### src/rtl/sprite_line_dispatcher.sv
// rtl/sprite_line_dispatcher.sv - scans sprite descriptors per scanline and broadcasts texture-row beats
module sprite_line_dispatcher #(
  parameter int         SPRITE_COUNT = 8,
  parameter logic [3:0] BG_TEX_ID    = 4'hF
) (
  input  logic                            clk,
  input  logic                            reset,
  input  logic                            i_line_req,
  input  logic [3:0]                      i_line_y,
  output logic                            o_busy,
  output logic                            o_line_done,
  input  logic                            i_desc_we,
  input  logic [$clog2(SPRITE_COUNT)-1:0] i_desc_idx,
  input  logic [22:0]                     i_desc_data,
  output logic                            o_desc_err,
  output logic                            o_tex_rd,
  output logic [7:0]                      o_tex_addr,
  input  logic [127:0]                    i_tex_data,
  output logic                            o_ena,
  output logic [127:0]                    o_texture_data,
  output logic [4:0]                      o_start_x,
  output logic [4:0]                      o_start_y,
  output logic [7:0]                      o_position_z
);

  localparam int IW = $clog2(SPRITE_COUNT);

  typedef enum logic [2:0] {IDLE, SCAN, WAIT, EMIT, BG_WAIT, BG_EMIT} state_t;

  state_t        state;
  logic [IW-1:0] idx;
  logic [3:0]    line_y;
  logic [22:0]   desc_mem [SPRITE_COUNT];

  logic [22:0] cur;
  logic        cur_valid;
  logic [3:0]  cur_tex;
  logic [7:0]  cur_z;
  logic [4:0]  cur_sx;
  logic [4:0]  cur_sy;
  logic [4:0]  row_diff;
  logic        hit;
  logic        last;

  // Bit 4 of the biased difference set means the line lies outside the sprite's 16 rows.
  always_comb begin
    cur       = desc_mem[idx];
    cur_valid = cur[22];
    cur_tex   = cur[21:18];
    cur_z     = cur[17:10];
    cur_sx    = cur[9:5];
    cur_sy    = cur[4:0];
    row_diff  = 5'd16 + {1'b0, line_y} - cur_sy;
    hit       = cur_valid && (cur_z != 8'd0) && (cur_sx != 5'd0) && !row_diff[4];
    last      = (idx == IW'(SPRITE_COUNT - 1));
  end

  always_ff @(posedge clk) begin
    if (reset) begin
      state          <= IDLE;
      idx            <= '0;
      line_y         <= 4'd0;
      o_busy         <= 1'b0;
      o_line_done    <= 1'b0;
      o_desc_err     <= 1'b0;
      o_tex_rd       <= 1'b0;
      o_tex_addr     <= 8'd0;
      o_ena          <= 1'b0;
      o_texture_data <= 128'd0;
      o_start_x      <= 5'd0;
      o_start_y      <= 5'd0;
      o_position_z   <= 8'd0;
      for (int i = 0; i < SPRITE_COUNT; i++) desc_mem[i] <= 23'd0;
    end else begin
      o_tex_rd    <= 1'b0;
      o_ena       <= 1'b0;
      o_line_done <= 1'b0;
      o_desc_err  <= 1'b0;

      if (i_desc_we) begin
        if (o_busy) o_desc_err <= 1'b1;
        else        desc_mem[i_desc_idx] <= i_desc_data;
      end

      case (state)
        IDLE: begin
          // busy stays up through the cycle carrying line_done
          if (o_busy) begin
            o_busy <= 1'b0;
          end else if (i_line_req) begin
            line_y <= i_line_y;
            idx    <= '0;
            o_busy <= 1'b1;
            state  <= SCAN;
          end
        end
        SCAN: begin
          if (hit) begin
            o_tex_rd   <= 1'b1;
            o_tex_addr <= {cur_tex, row_diff[3:0]};
            state      <= WAIT;
          end else if (last) begin
            o_tex_rd   <= 1'b1;
            o_tex_addr <= {BG_TEX_ID, line_y};
            state      <= BG_WAIT;
          end else begin
            idx <= idx + 1'b1;
          end
        end
        WAIT: state <= EMIT;
        EMIT: begin
          o_ena          <= 1'b1;
          o_texture_data <= i_tex_data;
          o_start_x      <= cur_sx;
          o_start_y      <= cur_sy;
          o_position_z   <= cur_z;
          if (last) begin
            o_tex_rd   <= 1'b1;
            o_tex_addr <= {BG_TEX_ID, line_y};
            state      <= BG_WAIT;
          end else begin
            idx   <= idx + 1'b1;
            state <= SCAN;
          end
        end
        BG_WAIT: state <= BG_EMIT;
        BG_EMIT: begin
          o_ena          <= 1'b1;
          o_texture_data <= i_tex_data;
          o_start_x      <= 5'h10;
          o_start_y      <= {1'b1, line_y};
          o_position_z   <= 8'd0;
          o_line_done    <= 1'b1;
          state          <= IDLE;
        end
        default: state <= IDLE;
      endcase
    end
  end

endmodule
### config.mk
export PLATFORM = sky130hd
export DESIGN_NAME = sprite_line_dispatcher
export DESIGN_NICKNAME = d
export VERILOG_FILES = /design/src/rtl/sprite_line_dispatcher.sv
export SDC_FILE = /design/constraint.sdc
export NUM_CORES = 1
export LEC_CHECK = 0
export CAP_MARGIN = 20
export CORE_UTILIZATION = 54
export CTS_CLUSTER_SIZE = 8
export DETAILED_ROUTE_END_ITERATION = 7
export GPL_TIMING_DRIVEN = 0
export PLACE_DENSITY = 0.85
export RECOVER_POWER = 50
export SYNTH_ARGS = -nofsm -noshare
export SYNTH_HDL_FRONTEND = slang
export SYNTH_SLANG_ARGS = --single-unit
### constraint.sdc
create_clock -name clk -period 9.9 [get_ports clk]
set_clock_uncertainty 0.05 [all_clocks]
set_input_delay 1.98 -clock clk [delete_from_list [all_inputs] [get_ports clk]]
set_output_delay 1.98 -clock clk [all_outputs]
set_load 0.005 [all_outputs]
==> results.sh <==
export IMPL_path_cells="buf_6, clkbuf_1, buf_1, buf_1, mux4_2, mux2i_1, ha_1, nor2b_1, o21ai_0, a21oi_1, or3_4, nor4_4, buf_6, nand3_1, a31oi_1"
export IMPL_avgSynthCellArea_um2=13.7
export IMPL_drv_slew=36
export IMPL_grt_max_degree=24
export IMPL_ys_ff_latch=356
export IMPL_synthTopCellsByCount="and2_1, edfxtp_1, dfxtp_1, a22o_1, nand2_1"
export IMPL_vias_per_cell=5.75
export IMPL_path_clk_slew_ns=0.05
export IMPL_cp_arrival_ns=5.79
export IMPL_dr_pass1_iters=5
export IMPL_grt_pass1_wl_um=62000
export IMPL_yosysMostFrequentCell="and2_1"
export IMPL_worstMarginPinSlew_ns=2.11
export IMPL_powerDensity_mw_per_mm2=182
export IMPL_reg2reg_slack_ns=4.50
export IMPL_dpl_worst_slack_ns=4.65
export IMPL_netlist_area_mm2=0.0139
export IMPL_synth_edf_count=184
export IMPL_yosysTopAreaCellShare_pct=39.7
export IMPL_start_util_pct=55.2
export IMPL_coreArea_mm2=0.0253
export IMPL_synth_top_cell_by_area="edfxtp_1"
export IMPL_critPathCaptureType="flip-flop"
export IMPL_finalSetupTns_ns=0
export IMPL_yosysSeqAreaShare_pct=64.4
export IMPL_gp_congestion=0.928
export IMPL_ys_top_cells_by_area="edfxtp_1, dfxtp_1, and2_1"
export IMPL_violations="capacitance limit, slew limit"
export IMPL_synth_warnings=0
export IMPL_cp_required_ns=10.30
export IMPL_die_y_um=163
export IMPL_outcome="finished, violations left"
export IMPL_setup_ws_ns=4.50
export IMPL_die_area_mm2=0.0264
export IMPL_routed_wirelength_um=42500
export IMPL_power_mw=3.47
export IMPL_cts_root_buf="clkbuf_16"
export IMPL_post_cts_setup_buffers=0
export IMPL_netlist_instances=1020
export IMPL_clock_sinks=356
export IMPL_setup_viol=0
export IMPL_drtIter0Drc=871
export IMPL_fin_crit_ns=5.40
export IMPL_cts_made_buffers=50
export IMPL_final_hold_viol_count=0
export IMPL_fillers=1510
export IMPL_ios=321
export IMPL_peakVddDrop_mv=0.131
export IMPL_synth_flop_cell="edfxtp_1"
export IMPL_holdBufCountCts=0
export IMPL_cp_start_kind="flip-flop"
export IMPL_ant_nets=0
export IMPL_relSlewSlack_pct=-42.4
export IMPL_slowest_stage="buf_1"
export IMPL_grt_overflow=0
export IMPL_period_share_pct=54.5
export IMPL_insertion_delay_ns=0.55
export IMPL_reg2reg_depth=15
export IMPL_clockBufferDepth=3
export IMPL_slowest_delay_ns=0.65
export IMPL_hpwlAfterDp_um=30100
export IMPL_wl_per_cell_um=24.1
export IMPL_synth_distinct_cells=48
export IMPL_num_rows=58
export IMPL_leakage_nw=7.47
export IMPL_drv_cap=3
export IMPL_grt_pass1_vias=10064
export IMPL_hold_class="flip-flop to flip-flop"
export IMPL_synthArstFlopShare_pct=0
export IMPL_syn_num_nets=1188
export IMPL_place_area_mm2=0.0177
export IMPL_worst_hold_slack_ns=0.403
export IMPL_htree_levels=2
export IMPL_cts_resized=0
export IMPL_antenna_found_initial=8
export IMPL_grt_use_total_pct=31.9
export IMPL_num_nets_final=1564
export IMPL_final_area_mm2=0.0191
export IMPL_cp_max_fo=10
export IMPL_drcViolationCount=0
export IMPL_fmax_mhz=185
export IMPL_grt_setup_unrepaired="no"
export IMPL_die_w_um=163
export IMPL_drive_above_1_share_pct=8.50
export IMPL_port_buffers=319
export IMPL_hold_start="o_start_x[1]"
export IMPL_criticalPathCategory="flip-flop to flip-flop"
export IMPL_syn_to_final_growth_pct=36.8
export IMPL_vias=10128
export IMPL_cts_tree="yes"
-- logic make-up (layout without fill, tap and decap cells) --
kind of cell             Yosys count  count (layout)  synth area share [%]
AO/OA/AOI/OAI                    194             194                  10.7
other                              0               6                     0
flip-flops                       356             356                  64.4
adder cells (fa/ha/maj)            6               6                 0.593
multiplexers                      74              74                  9.58
buffers and inverters             85             489                  2.44
AND/OR/NAND/NOR                  303             303                  12.2
XOR/XNOR                           2               2                 0.126
-- layout make-up --
| type | instances | area (um^2) | share of cell area [%] |
|---|---|---|---|
| multi-input cells | 579 | 4640 | 24.4 |
| clock inverters | 4 | 38.8 | 0.204 |
| diodes | 6 | 15.0 | 0.0788 |
| clock buffers | 76 | 1350 | 7.08 |
| well taps | 330 | 413 | 2.17 |
| plain buffers | 74 | 299 | 1.57 |
| repair buffers | 324 | 3290 | 17.3 |
| flip-flops and latches | 356 | 8970 | 47.1 |
| inverters | 11 | 41.3 | 0.217 |
-- cell usage in the layout, fill, tap and decap left out, types with 5 or more instances in the layout --
cell | Yosys | routed
diode_2 | 0 | 6
nand2b_1 | 6 | 6
edfxtp_1 | 184 | 184
inv_1 | 11 | 11
mux2i_1 | 25 | 25
a22o_1 | 114 | 114
buf_1 | 13 | 12
o21ai_0 | 26 | 24
clkbuf_1 | 54 | 81
clkdlybuf4s50_1 | 0 | 158
dfxtp_1 | 172 | 172
and2_0 | 0 | 48
buf_2 | 5 | 5
and3_1 | 5 | 5
nand2_1 | 58 | 58
and2_1 | 188 | 140
a21oi_1 | 26 | 26
nor2_1 | 25 | 25
mux4_2 | 42 | 42
nor3_1 | 5 | 5
dlygate4sd3_1 | 0 | 161
ha_1 | 5 | 5
clkbuf_16 | 0 | 50
-- stage by stage --
step / util [%] / instances
5_1_grt: 75.5 / 1760
2_1_floorplan: - / 1020
3_3_place_gp: 69.4 / 1669
6_report: 75.5 / 1760
4_1_cts: 75.5 / 1754
3_5_place_dp: 70.0 / 1674
-- flip-flops by register name, summed over array words and instances, names as in the netlist, named ones only --
| signal | flops |
|---|---|
| o_desc_err | 1 |
| idx | 3 |
| state | 3 |
| desc_mem | 184 |
| o_line_done | 1 |
| o_start_x | 5 |
| o_busy | 1 |
| o_texture_data | 128 |
| o_position_z | 8 |
| o_tex_addr | 8 |
| o_tex_rd | 1 |
| o_start_y | 5 |
| line_y | 4 |
| o_ena | 1 |
-- routing by layer --
layer,global-route usage [%],share of wire [%],vias up
met5,0,0.031,-
met4,15.0,4.0,2
met3,8.00,9.2,97
met2,53.8,50,516
met1,38.5,37,4981
li1,-,-,4532
-- power breakdown --
group	leakage, nW	internal (mW)	total, mW	switching [mW]
sequential	3.29	1.60	1.62	0.0204
combinational	3.52	0.165	0.326	0.161
clock	0.667	0.924	1.52	0.592
total	7.47	2.69	3.47	0.773
-- worst max-delay path, delay by kind of cell (launching register included) --
kind | cells | cell delay [ns]
buffers and inverters | 5 | 2.29
adders and majority gates | 1 | 0.34
DFF | 1 | 0.33
AOI/OAI and AO/OA | 3 | 0.54
muxes | 2 | 0.73
and+or+nand+nor | 4 | 1.02
-- worst min path at each step --
stage	to	slack [ns]	depth (start not counted)
5_1_grt	o_texture_data[37]	0.42	2
6_report	o_start_x[1]	0.40	2
3_5_place_dp	o_start_x[1]	0.40	2
4_1_cts	o_texture_data[38]	0.41	2
3_3_place_gp	o_start_x[1]	0.39	2
2_1_floorplan	o_position_z[0]	0.40	2
(Power assumes the default switching activity.)
